`src/rtl/pc_seq_unit_if.sv`:
```
// rtl/pc_seq_unit_if.sv - control and status bundle between fetch control and the PC unit
interface pc_seq_unit_if #(
    parameter int WIDTH = 32
);
    logic             stall;
    logic             br_taken;
    logic [WIDTH-1:0] br_offset;
    logic             jump;
    logic [WIDTH-1:0] jump_target;
    logic             call;
    logic             ret;
    logic [WIDTH-1:0] pc;
    logic [WIDTH-1:0] pc_plus;
    logic             misalign;
    logic             ras_empty;
    logic             ras_full;

    modport master (
        output stall, br_taken, br_offset, jump, jump_target, call, ret,
        input  pc, pc_plus, misalign, ras_empty, ras_full
    );

    modport slave (
        input  stall, br_taken, br_offset, jump, jump_target, call, ret,
        output pc, pc_plus, misalign, ras_empty, ras_full
    );
endinterface

```
`src/rtl/pc_seq_unit.sv`:
```
// rtl/pc_seq_unit.sv - registered program counter with branch, jump, misalign trap and circular return-address stack
module pc_seq_unit #(
    parameter int               WIDTH        = 32,
    parameter int unsigned      STEP         = 4,
    parameter logic [WIDTH-1:0] RESET_VECTOR = 32'h0000_0000,
    parameter logic [WIDTH-1:0] TRAP_VECTOR  = 32'h0000_0100,
    parameter int               RAS_DEPTH    = 4
) (
    input  logic          clk,
    input  logic          rst,
    pc_seq_unit_if.slave  bus
);
    localparam int PW = $clog2(RAS_DEPTH);
    localparam int CW = PW + 1;

    logic [WIDTH-1:0] r_pc;
    logic             r_misalign;
    logic [WIDTH-1:0] r_ras [RAS_DEPTH];
    logic [PW-1:0]    r_ptr;
    logic [CW-1:0]    r_cnt;

    logic [WIDTH-1:0] w_pc_plus;
    logic [PW-1:0]    w_top_idx;
    logic [WIDTH-1:0] w_ras_top;
    logic             w_empty;
    logic             w_full;
    logic [WIDTH-1:0] w_cand;
    logic             w_redirect;
    logic             w_trap;
    logic             w_push;
    logic             w_pop;
    logic             w_swap;

    assign w_pc_plus = r_pc + WIDTH'(STEP);
    assign w_top_idx = r_ptr - PW'(1);
    assign w_ras_top = r_ras[w_top_idx];
    assign w_empty   = (r_cnt == '0);
    assign w_full    = (r_cnt == CW'(RAS_DEPTH));

    always_comb begin
        w_cand     = w_pc_plus;
        w_redirect = 1'b0;
        if (bus.ret) begin
            w_cand     = w_empty ? bus.jump_target : w_ras_top;
            w_redirect = 1'b1;
        end else if (bus.jump) begin
            w_cand     = bus.jump_target;
            w_redirect = 1'b1;
        end else if (bus.br_taken) begin
            w_cand     = r_pc + bus.br_offset;
            w_redirect = 1'b1;
        end
    end

    // Only redirects can trap; sequential fetch stays aligned by construction.
    assign w_trap = w_redirect && (w_cand[1:0] != 2'b00);
    assign w_push = bus.call && bus.jump && !bus.ret;
    assign w_pop  = bus.ret && !bus.call && !w_empty;
    assign w_swap = bus.call && bus.ret;

    always_ff @(posedge clk) begin
        if (!rst) begin
            r_pc       <= RESET_VECTOR;
            r_misalign <= 1'b0;
            r_ptr      <= '0;
            r_cnt      <= '0;
            for (int i = 0; i < RAS_DEPTH; i++) r_ras[i] <= '0;
        end else if (bus.stall) begin
            r_misalign <= 1'b0;
        end else begin
            r_pc       <= w_trap ? TRAP_VECTOR : w_cand;
            r_misalign <= w_trap;
            if (w_push) begin
                r_ras[r_ptr] <= w_pc_plus;
                r_ptr        <= r_ptr + PW'(1);
                if (!w_full) r_cnt <= r_cnt + CW'(1);
            end else if (w_pop) begin
                r_ptr <= w_top_idx;
                r_cnt <= r_cnt - CW'(1);
            end else if (w_swap) begin
                // jalr ra,ra: replace the top, or seed a single entry when empty
                if (w_empty) begin
                    r_ras[r_ptr] <= w_pc_plus;
                    r_ptr        <= r_ptr + PW'(1);
                    r_cnt        <= CW'(1);
                end else begin
                    r_ras[w_top_idx] <= w_pc_plus;
                end
            end
        end
    end

    assign bus.pc        = r_pc;
    assign bus.pc_plus   = w_pc_plus;
    assign bus.misalign  = r_misalign;
    assign bus.ras_empty = w_empty;
    assign bus.ras_full  = w_full;
endmodule

```
`src/flat_wrapper.sv`:
```
// flat-port wrapper written by rule: the top's interface ports become plain ports
module pc_seq_unit_flat 
#(
    parameter int               WIDTH        = 32,
    parameter int unsigned      STEP         = 4,
    parameter logic [WIDTH-1:0] RESET_VECTOR = 32'h0000_0000,
    parameter logic [WIDTH-1:0] TRAP_VECTOR  = 32'h0000_0100,
    parameter int               RAS_DEPTH    = 4
)
  (clk, rst, bus_stall, bus_br_taken, bus_br_offset, bus_jump, bus_jump_target, bus_call, bus_ret, bus_pc, bus_pc_plus, bus_misalign, bus_ras_empty, bus_ras_full);
  pc_seq_unit_if #(.WIDTH(WIDTH)) bus_i ();
  input  logic clk;
  input  logic rst;
  input wire logic [$bits(bus_i.stall)-1:0] bus_stall;
  input wire logic [$bits(bus_i.br_taken)-1:0] bus_br_taken;
  input wire logic [$bits(bus_i.br_offset)-1:0] bus_br_offset;
  input wire logic [$bits(bus_i.jump)-1:0] bus_jump;
  input wire logic [$bits(bus_i.jump_target)-1:0] bus_jump_target;
  input wire logic [$bits(bus_i.call)-1:0] bus_call;
  input wire logic [$bits(bus_i.ret)-1:0] bus_ret;
  output wire logic [$bits(bus_i.pc)-1:0] bus_pc;
  output wire logic [$bits(bus_i.pc_plus)-1:0] bus_pc_plus;
  output wire logic [$bits(bus_i.misalign)-1:0] bus_misalign;
  output wire logic [$bits(bus_i.ras_empty)-1:0] bus_ras_empty;
  output wire logic [$bits(bus_i.ras_full)-1:0] bus_ras_full;
  assign bus_i.stall = bus_stall;
  assign bus_i.br_taken = bus_br_taken;
  assign bus_i.br_offset = bus_br_offset;
  assign bus_i.jump = bus_jump;
  assign bus_i.jump_target = bus_jump_target;
  assign bus_i.call = bus_call;
  assign bus_i.ret = bus_ret;
  assign bus_pc = bus_i.pc;
  assign bus_pc_plus = bus_i.pc_plus;
  assign bus_misalign = bus_i.misalign;
  assign bus_ras_empty = bus_i.ras_empty;
  assign bus_ras_full = bus_i.ras_full;
  pc_seq_unit #(.WIDTH(WIDTH), .STEP(STEP), .RESET_VECTOR(RESET_VECTOR), .TRAP_VECTOR(TRAP_VECTOR), .RAS_DEPTH(RAS_DEPTH)) u_core (.clk(clk), .rst(rst), .bus(bus_i));
endmodule
```
`config.mk`:
```
export PLATFORM = sky130hd
export DESIGN_NAME = pc_seq_unit_flat
export DESIGN_NICKNAME = d
export VERILOG_FILES = /design/src/rtl/pc_seq_unit_if.sv /design/src/rtl/pc_seq_unit.sv /design/src/flat_wrapper.sv
export SDC_FILE = /design/constraint.sdc
export NUM_CORES = 1
export LEC_CHECK = 0
export ABC_AREA = 1
export BUFFER_PORTS_ARGS = -buffer_cell sky130_fd_sc_hd__buf_2
export CAP_MARGIN = 20
export CORE_UTILIZATION = 36
export DETAILED_ROUTE_END_ITERATION = 6
export PLACE_DENSITY = 0.57
export SLEW_MARGIN = 25
export SYNTH_ARGS = -nofsm -noshare
export SYNTH_HDL_FRONTEND = slang
export SYNTH_SLANG_ARGS = --single-unit
```
`constraint.sdc`:
```
create_clock -name clk -period 5.5 [get_ports clk]
set_clock_uncertainty 0.2 [all_clocks]
set_input_delay 1.1 -clock clk [delete_from_list [all_inputs] [get_ports clk]]
set_output_delay 1.1 -clock clk [all_outputs]
set_load 0.005 [all_outputs]
```
==> impl_metrics.json <==
{
  "status": "finished, violations left",
  "violations": "design-rule violations",
  "antenna_found_initial": 0,
  "yosys_most_used_dff": "edfxtp_1",
  "drtAntennaViolNets": 0,
  "grt_pass1_vias": 10146,
  "syn-num-nets": 1708,
  "finalCriticalPeriod_ps": 3880,
  "cts-root-buf": "clkbuf_16",
  "min_path_type": "flip-flop to flip-flop",
  "r2r_slack_ps": 2210,
  "cp-startpoint": "u_core.bus.pc[2]",
  "hold_violations": 0,
  "multi_input_area_mm2": 0.00550,
  "dr.pass1.iters": 7,
  "postPlaceCellArea_mm2": 0.0124,
  "final_cell_mix": "nand2_1 (504), inv_1 (240), nor2_1 (200)",
  "synth_area_leaders": "edfxtp_1 (34%), nand2_1 (17%), inv_1 (7.9%)",
  "clock_sinks": 166,
  "regArea_mm2": 0.00460,
  "syn_to_final_growth_pct": 14.2,
  "maxCapViolations": 0,
  "p_leak_nw": 6.13,
  "netlist_instances": 1601,
  "fmax_ghz": 0.258,
  "r2r-start": "u_core.r_ptr[1]",
  "path_cells": "ha_1 -> nand3_2 -> nor2_2 -> nand2_1 -> inv_2 -> nand3_1 -> nand2_1 -> inv_1 -> buf_2",
  "insertion_delay_ps": 430,
  "holdBufCountCts": 0,
  "cp_slowest_stage_delay_ps": 630,
  "worstPathArrival_ps": 2580,
  "critPathCaptureType": "output pin",
  "syn_avg_cell_area_um2": 7.11,
  "io_buffers": 137,
  "core-area_mm2": 0.0308,
  "drt_iter0_drc": 868,
  "crit_buf_inv": 3,
  "die_h_um": 180,
  "grt_pass1_wl_mm": 58.8,
  "io_pins": 138,
  "fin_ws_ps": 1620,
  "die_w_um": 180,
  "cts_tree": "built",
  "syn_area_mm2": 0.0114,
  "drive_gt1_share_pct": 14.0,
  "vias_per_cell": 5.11,
  "post_cts_buffers": 0,
  "synth_top_cell_by_area": "edfxtp_1",
  "ir_worst_vdd_v": 0.000175,
  "route.detailed.drc": 8,
  "crit_fanout": 10,
  "rows": 64,
  "crit_top_cell": "nand2_1",
  "finalCritPeriodShare_pct": 70.6,
  "gp_congestion": 0.931,
  "initial_utilization_pct": 36.9,
  "relSlewSlack_pct": 35.2,
  "cts_buffers": 17,
  "via_count": 10872,
  "whs_ps": 327,
  "yosys_warnings": 0,
  "power_density_mw_per_mm2": 269,
  "seq_area_frac_synth_pct": 40.5,
  "nets": 1824,
  "wl_per_cell_um": 18.2,
  "num-fill-cells": 3232,
  "grt_use_total_pct": 24.0,
  "drv_slew": 0,
  "place_ws_ps": 1400,
  "grt_max_degree": 59,
  "timing.rr.end": "u_core.r_ras[3][10]",
  "ys_ff_latch": 166,
  "tightest_slew_ps": 969,
  "rr_worst_depth": 8,
  "synth_top_area_share_pct": 33.8,
  "rsz0062_at_grt": "false",
  "dpl.hpwl_mm": 29.6,
  "synth_cell_type_count": 50,
  "power_w": 0.00349,
  "synth_edf_count": 128,
  "clk_pin_slew_ps": 60,
  "fin_setup_tns_ps": 0,
  "final_cell_area_mm2": 0.0130,
  "async_flop_share_pct": 0,
  "setup_viol": 0,
  "crit_path_end": "bus_pc_plus[16]",
  "crit_family": "simple AND/OR/NAND/NOR gates",
  "critPathKind": "flip-flop to output pin",
  "finalWirelength_mm": 38.7,
  "grt-ovfl-total": 0,
  "start_kind": "flip-flop",
  "htreeDepth": 4,
  "cp.required_ps": 4200,
  "clockBufferDepth": 2,
  "slowest_stage": "dfxtp_1",
  "cp_num_cells": 9,
  "layout_commonest_cell": "nand2_1",
  "post_cts_resized": 0,
  "dieArea_mm2": 0.0323
}
-- cells by family after synthesis --
family | synth area share [%]
simple gates | 31.9
buf+inv | 11.3
compound gates | 10.7
flops | 40.5
fa+ha+maj | 4.03
xor+xnor | 1.61
-- per-stage QoR --
step,util [%],instances
detailed placement,40.1,2094
global route,42.1,2126
floorplan,-,1601
global placement,40.1,2094
CTS,42.1,2126
finish,42.1,2127
-- flip-flops by register name, summed over array words and instances (netlist names) --
register             cells
u_core.bus.misalign      1
u_core.r_ptr             2
u_core.r_ras           128
u_core.r_cnt             3
u_core.bus.pc           32
-- where the power goes --
part	switching [W]	total, W	leakage (nW)	internal [W]
Sequential	0.0000618	0.00150	1.64	0.00143
Clock	0.000494	0.00125	0.299	0.000759
Combinational	0.000509	0.000744	4.19	0.000235
Total	0.00106	0.00349	6.13	0.00243
-- area by class of cell --
type                       instances  share of cell area, %
multi-input combinational       1124                   42.4
sequential                       166                   35.4
inverter                         255                   7.44
timing repair buffer             153                   6.20
tap                              396                   3.81
clock buffer                      19                   3.33
clock inverter                    13                   1.38
antenna                            1                 0.0193
-- how the worst min path moves through the flow --
stage | start | endpoint | slack (ps) | depth (start not counted)
finish | u_core.bus.pc[0] | u_core.bus.pc[0] | 330 | 2
CTS | u_core.bus.pc[0] | u_core.bus.pc[0] | 320 | 2
global placement | u_core.bus.pc[0] | u_core.bus.pc[0] | 310 | 2
detailed placement | u_core.bus.pc[0] | u_core.bus.pc[0] | 310 | 2
global route | u_core.bus.pc[0] | u_core.bus.pc[0] | 350 | 2
floorplan | u_core.r_cnt[1] | u_core.r_cnt[1] | 280 | 2
-- cell usage after synthesis (3+ instances only) --
master and instances:
nor2_2 12, a211oi_1 3, xnor2_1 4, inv_1 240, ha_1 35, o21ai_0 39, o211ai_1 4, nand2_2 6
nand2_1 504, inv_2 11, buf_6 8, nor2_4 4, edfxtp_1 128, nor3_2 7, xor2_1 15, or2_2 5
clkbuf_1 18, nor3_1 22, a22oi_1 3, buf_1 5, nand3_1 94, o21bai_1 9, buf_2 21, dfxtp_1 38
o221ai_1 25, o22ai_1 34, nor2_1 201, buf_4 3, o21ai_1 6, a21oi_1 65, nand4_1 6
-- layer usage --
layer / vias to the layer above / GRT usage [%] / wire [µm]
met2: 343 / 41.5 / 18900
met3: 37 / 2.82 / 2080
li1: 5378 / - / -
met1: 5114 / 31.5 / 17000
met4: 0 / 6.59 / 730
met5: - / 0 / 0
-- worst reg2reg max path: cells and delay by family, from the launching register on --
kind | cells | cell delay (ps)
AO/OA/AOI/OAI | 2 | 940
buffers and inverters | 4 | 1090
flip-flops | 1 | 370
AND/OR/NAND/NOR | 2 | 350
(Power assumes the default switching activity.)
